<file path="src/rtl/gray_codec_pkg.sv">
// Shared types and helper functions for the pipelined Gray/binary codec.
//
// Contents:
//   codec_mode_e    per-word conversion mode (GRAY2BIN / BIN2GRAY)
//   MAX_W           widest word the helpers handle; codec WIDTH must not exceed it
//   chunk_size()    bits of the Gray prefix-XOR resolved per pipeline stage
//   bin2gray()      binary -> Gray conversion
//   gray2bin_chunk() resolves one MSB-first slice of the Gray -> binary prefix XOR
//   popcount()      number of set bits, used by the step checker
package gray_codec_pkg;

    localparam int MAX_W = 64;

    typedef enum logic {
        GRAY2BIN = 1'b0,
        BIN2GRAY = 1'b1
    } codec_mode_e;

    function automatic int chunk_size(input int width, input int stages);
        return (width + stages - 1) / stages;
    endfunction

    function automatic logic [MAX_W-1:0] bin2gray(input logic [MAX_W-1:0] b);
        return b ^ (b >> 1);
    endfunction

    // Fills bits hi..lo of the partial binary result. 'carry' is the binary
    // bit just above hi (0 for the MSB slice); bits outside the slice are
    // returned unchanged from 'partial'. An empty slice (hi < lo) is a no-op.
    function automatic logic [MAX_W-1:0] gray2bin_chunk(
        input logic [MAX_W-1:0] g,
        input logic [MAX_W-1:0] partial,
        input logic             carry,
        input int               hi,
        input int               lo
    );
        logic [MAX_W-1:0] r;
        logic             c;
        r = partial;
        c = carry;
        for (int i = MAX_W - 1; i >= 0; i--) begin
            if (i <= hi && i >= lo) begin
                c    = c ^ g[i];
                r[i] = c;
            end
        end
        return r;
    endfunction

    function automatic int popcount(input logic [MAX_W-1:0] v);
        int n;
        n = 0;
        for (int i = 0; i < MAX_W; i++) begin
            n += int'(v[i]);
        end
        return n;
    endfunction

endpackage

</file>
<file path="src/rtl/gray_codec_stage.sv">
// One register slice of the Gray/binary codec pipeline.
//
// Holds a word together with its partially resolved result, the carried
// binary bit at the bottom of the slice resolved so far, its mode and its
// step-error flag. Stage STAGE_IDX resolves Gray slice STAGE_IDX for
// GRAY2BIN words; stage 0 alone performs the BIN2GRAY conversion.
//
// Ports:
//   clk, rst                     clock, synchronous active-high reset
//   up_valid / up_ready          handshake with the previous stage (or codec input)
//   up_word/res/carry/mode/err   payload from the previous stage
//   dn_ready                     load condition of the next stage (or out_ready)
//   dn_valid                     this stage holds a word
//   dn_word/res/carry/mode/err   registered payload towards the next stage
module gray_codec_stage
    import gray_codec_pkg::*;
#(
    parameter int WIDTH     = 8,
    parameter int STAGES    = 2,
    parameter int STAGE_IDX = 0
) (
    input  logic             clk,
    input  logic             rst,
    input  logic             up_valid,
    output logic             up_ready,
    input  logic [WIDTH-1:0] up_word,
    input  logic [WIDTH-1:0] up_res,
    input  logic             up_carry,
    input  codec_mode_e      up_mode,
    input  logic             up_err,
    input  logic             dn_ready,
    output logic             dn_valid,
    output logic [WIDTH-1:0] dn_word,
    output logic [WIDTH-1:0] dn_res,
    output logic             dn_carry,
    output codec_mode_e      dn_mode,
    output logic             dn_err
);

    localparam int CHUNK_W = chunk_size(WIDTH, STAGES);
    localparam int HI      = WIDTH - 1 - STAGE_IDX * CHUNK_W;
    localparam int LO      = (HI - CHUNK_W + 1 > 0) ? (HI - CHUNK_W + 1) : 0;

    logic             valid_q, valid_d;
    logic [WIDTH-1:0] word_q,  word_d;
    logic [WIDTH-1:0] res_q,   res_d;
    logic             carry_q, carry_d;
    codec_mode_e      mode_q,  mode_d;
    logic             err_q,   err_d;
    logic             load;

    // A stage may take a new word when it is empty or its current word is
    // leaving this same cycle; this is what chains ready back to the input.
    always_comb begin
        load    = !valid_q || dn_ready;
        valid_d = valid_q;
        word_d  = word_q;
        res_d   = res_q;
        carry_d = carry_q;
        mode_d  = mode_q;
        err_d   = err_q;
        if (load) begin
            valid_d = up_valid;
            word_d  = up_word;
            res_d   = up_res;
            carry_d = up_carry;
            mode_d  = up_mode;
            err_d   = up_err;
            if (up_mode == GRAY2BIN) begin
                // With short trailing slices, late stages may have nothing left to resolve.
                if (HI >= 0) begin
                    res_d   = WIDTH'(gray2bin_chunk(MAX_W'(up_word), MAX_W'(up_res),
                                                    up_carry, HI, LO));
                    carry_d = res_d[LO];
                end
            end else if (STAGE_IDX == 0) begin
                res_d = WIDTH'(bin2gray(MAX_W'(up_word)));
            end
        end
    end

    always_ff @(posedge clk) begin
        if (rst) begin
            valid_q <= 1'b0;
            word_q  <= '0;
            res_q   <= '0;
            carry_q <= 1'b0;
            mode_q  <= GRAY2BIN;
            err_q   <= 1'b0;
        end else begin
            valid_q <= valid_d;
            word_q  <= word_d;
            res_q   <= res_d;
            carry_q <= carry_d;
            mode_q  <= mode_d;
            err_q   <= err_d;
        end
    end

    assign up_ready = load;
    assign dn_valid = valid_q;
    assign dn_word  = word_q;
    assign dn_res   = res_q;
    assign dn_carry = carry_q;
    assign dn_mode  = mode_q;
    assign dn_err   = err_q;

endmodule

</file>
<file path="src/rtl/gray_pipe_codec.sv">
// Pipelined Gray/binary codec with valid/ready handshake and Gray step check.
//
// Each word is converted according to its own mode: GRAY2BIN decodes a Gray
// word across STAGES slices, BIN2GRAY encodes in the first stage and then just
// travels with the same latency. Accepted Gray (mode 0) words are compared
// with the previous accepted Gray word; a change of more than one bit flags
// the word, the flag rides along with it, and delivered flagged words are
// counted in a saturating counter.
//
// Ports:
//   clk, rst        clock, synchronous active-high reset (drops in-flight words)
//   in_valid        input word valid
//   in_ready        codec can accept a word this cycle
//   in_data         Gray (mode 0) or binary (mode 1) word
//   in_mode         0 = gray->bin, 1 = bin->gray
//   out_valid       result valid
//   out_ready       downstream accepts the result
//   out_data        converted word
//   out_mode        in_mode of the delivered word
//   out_step_err    delivered word was an illegal Gray step
//   err_count       saturating count of delivered illegal-step words
module gray_pipe_codec
    import gray_codec_pkg::*;
#(
    parameter int WIDTH  = 8,
    parameter int STAGES = 2,
    parameter int CNT_W  = 16
) (
    input  logic             clk,
    input  logic             rst,
    input  logic             in_valid,
    output logic             in_ready,
    input  logic [WIDTH-1:0] in_data,
    input  logic             in_mode,
    output logic             out_valid,
    input  logic             out_ready,
    output logic [WIDTH-1:0] out_data,
    output logic             out_mode,
    output logic             out_step_err,
    output logic [CNT_W-1:0] err_count
);

    // Index k is the input side of stage k; index STAGES is the codec output.
    logic [STAGES:0] stg_valid;
    logic [STAGES:0] stg_ready;
    logic [STAGES:0] stg_err;
    logic            stg_carry [0:STAGES];
    logic [WIDTH-1:0] stg_word [0:STAGES];
    logic [WIDTH-1:0] stg_res  [0:STAGES];
    codec_mode_e      stg_mode [0:STAGES];

    logic [WIDTH-1:0] hist_q, hist_d;
    logic             hist_valid_q, hist_valid_d;
    logic [CNT_W-1:0] err_count_q, err_count_d;
    logic             accept;
    logic             step_err;
    codec_mode_e      in_mode_e;

    assign in_mode_e = codec_mode_e'(in_mode);
    assign accept    = in_valid && in_ready;

    // Step check against the last accepted Gray word. Binary words are
    // invisible to the history so they can be interleaved freely.
    always_comb begin
        hist_d       = hist_q;
        hist_valid_d = hist_valid_q;
        step_err     = 1'b0;
        if (in_mode_e == GRAY2BIN) begin
            step_err = in_valid && hist_valid_q &&
                       (popcount(MAX_W'(in_data ^ hist_q)) > 1);
            if (accept) begin
                hist_d       = in_data;
                hist_valid_d = 1'b1;
            end
        end
    end

    // Count flagged words when they leave, not when they enter, so dropped
    // (reset) words never count.
    always_comb begin
        err_count_d = err_count_q;
        if (out_valid && out_ready && out_step_err && (err_count_q != '1)) begin
            err_count_d = err_count_q + CNT_W'(1);
        end
    end

    always_ff @(posedge clk) begin
        if (rst) begin
            hist_q       <= '0;
            hist_valid_q <= 1'b0;
            err_count_q  <= '0;
        end else begin
            hist_q       <= hist_d;
            hist_valid_q <= hist_valid_d;
            err_count_q  <= err_count_d;
        end
    end

    assign stg_valid[0] = in_valid;
    assign stg_word[0]  = in_data;
    assign stg_res[0]   = '0;
    assign stg_carry[0] = 1'b0;
    assign stg_mode[0]  = in_mode_e;
    assign stg_err[0]   = step_err;

    assign stg_ready[STAGES] = out_ready;
    assign in_ready          = stg_ready[0];

    for (genvar k = 0; k < STAGES; k++) begin : g_stage
        gray_codec_stage #(
            .WIDTH    (WIDTH),
            .STAGES   (STAGES),
            .STAGE_IDX(k)
        ) u_stage (
            .clk     (clk),
            .rst     (rst),
            .up_valid(stg_valid[k]),
            .up_ready(stg_ready[k]),
            .up_word (stg_word[k]),
            .up_res  (stg_res[k]),
            .up_carry(stg_carry[k]),
            .up_mode (stg_mode[k]),
            .up_err  (stg_err[k]),
            .dn_ready(stg_ready[k+1]),
            .dn_valid(stg_valid[k+1]),
            .dn_word (stg_word[k+1]),
            .dn_res  (stg_res[k+1]),
            .dn_carry(stg_carry[k+1]),
            .dn_mode (stg_mode[k+1]),
            .dn_err  (stg_err[k+1])
        );
    end

    assign out_valid    = stg_valid[STAGES];
    assign out_data     = stg_res[STAGES];
    assign out_mode     = stg_mode[STAGES];
    assign out_step_err = stg_err[STAGES];
    assign err_count    = err_count_q;

endmodule

</file>
<file path="config.mk">
export PLATFORM = sky130hd
export DESIGN_NAME = gray_pipe_codec
export DESIGN_NICKNAME = d
export VERILOG_FILES = /design/src/rtl/gray_codec_pkg.sv /design/src/rtl/gray_codec_stage.sv /design/src/rtl/gray_pipe_codec.sv
export SDC_FILE = /design/constraint.sdc
export NUM_CORES = 1
export LEC_CHECK = 0
export CAP_MARGIN = 20
export CORE_MARGIN = 1
export CORE_UTILIZATION = 55
export CTS_CLUSTER_DIAMETER = 80
export DETAILED_ROUTE_END_ITERATION = 7
export DONT_BUFFER_PORTS = 1
export PLACE_DENSITY = 0.7
export SYNTH_ARGS = -nofsm -noshare
export SYNTH_HDL_FRONTEND = slang
export SYNTH_SLANG_ARGS = --single-unit
</file>
<file path="constraint.sdc">
create_clock -name clk -period 5 [get_ports clk]
set_input_delay 1 -clock clk [delete_from_list [all_inputs] [get_ports clk]]
set_output_delay 1 -clock clk [all_outputs]
set_load 0.005 [all_outputs]
</file>
==> reports/qor.yml <==
routing:
  wl_per_cell_um: 13.9
  antenna_left: 0
  viasPerCell: 5.60
  dr.pass1.iters: 4
  finalWirelength_um: 4760
  drc_errors: 0
  dr.first_iter.drc_count: 135
  num_vias: 1922
setup_path:
  end_kind: "flop"
  r2r-end: "g_stage[0].u_stage.dn_err$_SDFFE_PP0N_"
  crit_required_ps: 5240
  r2r_cells: 12
  cp.arrival_ps: 3920
  path_max_fanout: 4
  critPathLaunchType: "input port"
  ff2ff_setup_slack_ps: 1650
  crit_type: "input port to flop"
  r2r-start: "hist_q[1]$_SDFFE_PP0P_"
synth:
  netlist_area_sq_mm: 0.00258
  ys_warn_count: 0
  syn_area_per_cell_sq_um: 8.71
  ys_types: 44
  synthArstFlopShare_pct: 0
  synthCells: 296
  ys_seq_elements: 52
  synth_edf_count: 0
  syn_nets: 317
  yosysSeqAreaShare_pct: 40.4
  synthFlopType: "dfxtp_1"
power:
  p_leak_nw: 1.04
  power_w: 0.000809
  power_density_mw_per_mm2: 302
  irDropWorstVdd_mv: 0.181
cts:
  cts_tree: "done"
  insertion_delay_ps: 310
  cts_hold_repair.buffers: 0
  ctsRootBufferMaster: "clkbuf_8"
  cts_resized: 0
  postCtsSetupBuffers: 0
  cts_buffer_depth: 2
  h-tree-depth: 2
  cts.clk_slew.worst_paths_ps: 100
  numCtsBuffers: 5
  clock-sinks: 52
global_routing:
  antenna_found_initial: 0
  grt_max_degree: 63
  grt_pass1_wl_um: 8350
  grt_pass1_vias: 1802
  grt_use_total_pct: 20.9
  overflow: 0
die:
  core_area_sq_mm: 0.00441
  die_area_sq_mm: 0.00496
  dieWidth_um: 70.5
  die_h_um: 70.5
  initial_core_util_pct: 58.4
  num_rows: 24
  ios: 41
placed_design:
  numPortBuffers: 0
  dp.final_hpwl_um: 3280
  postPlaceCellArea_sq_mm: 0.00259
  gp_congestion: 0.795
sta:
  setup_viol: 0
  fin_crit_sh_pct: 73.5
  period_minus_slack_ps: 3670
  skew_ps: 7.36
  rsz0062_at_grt: "false"
  tns_ps: 0
  worst_pin_slew_ps: 722
  drv_slew: 0
  max_slew_margin_pct: 51.7
  hold_viol_final: 0
  fmax_mhz: 272
job:
  drv_cap: 0
layout:
  n_antenna_cell: 0
  final_core_util_pct: 60.7
  stdcell_area_sq_mm: 0.00268
  fillers: 407
  drive_gt1_share_pct: 5.50
  syn2layout_area_growth_pct: 4.03
  nets: 311
hold_path:
  hp-start: "g_stage[0].u_stage.dn_res[5]$_SDFFE_PP0N_"
  min_path_cells: 2
  whs_endpoint: "g_stage[0].u_stage.dn_res[5]$_SDFFE_PP0N_"
  hold_path_class: "flop to flop"
run_status:
  status: "complete, no violations"
==> worst max path at each step <==
stage	from	slack [ps]	end	cells past startpoint
floorplan	in_data[0]	1110	g_stage[0].u_stage.dn_err$_SDFFE_PP0N_	12
global placement	in_data[3]	1040	g_stage[0].u_stage.dn_err$_SDFFE_PP0N_	12
detailed placement	in_data[1]	990	g_stage[0].u_stage.dn_err$_SDFFE_PP0N_	12
finish	in_data[0]	1330	g_stage[0].u_stage.dn_err$_SDFFE_PP0N_	12
CTS	in_data[1]	1320	g_stage[0].u_stage.dn_err$_SDFFE_PP0N_	12
global route	in_data[3]	1130	g_stage[0].u_stage.dn_err$_SDFFE_PP0N_	12
==> through the flow <==
step	hold slack, ps	instances	setup slack [ps]
3_3_place_gp	433	335	1040
2_1_floorplan	427	296	1110
3_5_place_dp	436	335	993
6_report	452	343	1330
5_1_grt	463	343	1130
4_1_cts	450	343	1320
==> layer usage <==
metal  track usage, %  share of wire (%)  vias to the layer above
li1                 -                  -                      994
met1             29.3                 52                      894
met2             30.4                 43                       30
met3             7.94                5.0                        4
met4             4.67               0.76                        0
met5                0                  0                        -
==> cell usage in the layout, fill, tap and decap left out, drive strengths merged, types with 5 or more instances in the layout <==
cell	synthesis	routed
a211oi	6	6
a21oi	31	31
clkbuf	7	5
dfxtp	52	52
inv	7	9
mux2	12	12
mux2i	9	9
nand2	44	44
nand3	11	11
nor2	34	34
nor2b	13	13
nor4	5	5
xnor2	10	10
xor2	11	11
==> kinds of logic (layout without fill, tap and decap cells) <==
logic type	count (synthesis)	count (layout)	share of synthesized area [%]
flip-flops	52	52	40.4
buffers and inverters	21	16	3.45
XOR/XNOR	22	22	8.01
adder cells (fa/ha/maj)	8	8	5.05
AO/OA/AOI/OAI	48	48	10.7
multiplexers	21	21	8.74
AND/OR/NAND/NOR	124	124	23.6
==> sequential cells by signal, summed over array words and instances, names as in the netlist <==
name	flops
g_stage.u_stage.dn_carry	1
g_stage.u_stage.dn_mode	2
err_count	16
g_stage.u_stage.dn_res	16
g_stage.u_stage.dn_valid	2
hist_q	8
g_stage.u_stage.dn_word	4
g_stage.u_stage.dn_err	2
hist_valid_q	1
==> report_power, final <==
group,switching [W],leakage (nW),internal (W),total [W]
Combinational,0.0000572,0.570,0.0000546,0.000112
Clock,0.000149,0.0452,0.000102,0.000251
Sequential,0.0000133,0.425,0.000433,0.000446
Total,0.000220,1.04,0.000590,0.000809
==> critical path, stage by stage <==
cell	delay, ps
xor2_1	140
fa_1	500
fa_1	540
inv_1	60
fa_1	520
inv_1	40
ha_1	210
fa_1	370
and2_1	150
a21oi_1	140
o211ai_1	90
a21oi_1	150
==> layout make-up <==
class,count,area [sq um],area share [%]
clock buffer,5,68.8,2.57
clock inverter,3,25.0,0.933
inverter,7,26.3,0.980
multi-input combinational,223,1450,54.0
sequential,52,1040,38.8
tap,52,65.1,2.43
timing repair buffer,1,7.51,0.280
==> cells in the mapped netlist, drive strengths merged (2+ instances only) <==
cell type	n	area [sq um]
clkbuf	7	26.3
xnor2	10	87.6
o21ai	4	20.0
a211oi	6	45.0
nor2	34	130
a21oi	31	155
mux2i	9	90.1
nand3	11	67.6
ha	4	50.1
nor3	3	20.0
fa	4	80.1
nor4	5	31.3
mux2	12	135
or4	2	15.0
xor2	11	96.3
nand4	3	31.3
nor2b	13	81.3
o211ai	2	15.0
and4	2	20.0
nand2	44	165
nand2b	2	12.5
buf	7	36.3
inv	7	26.3
dfxtp	52	1040
Power figures use the tool's default switching activity.
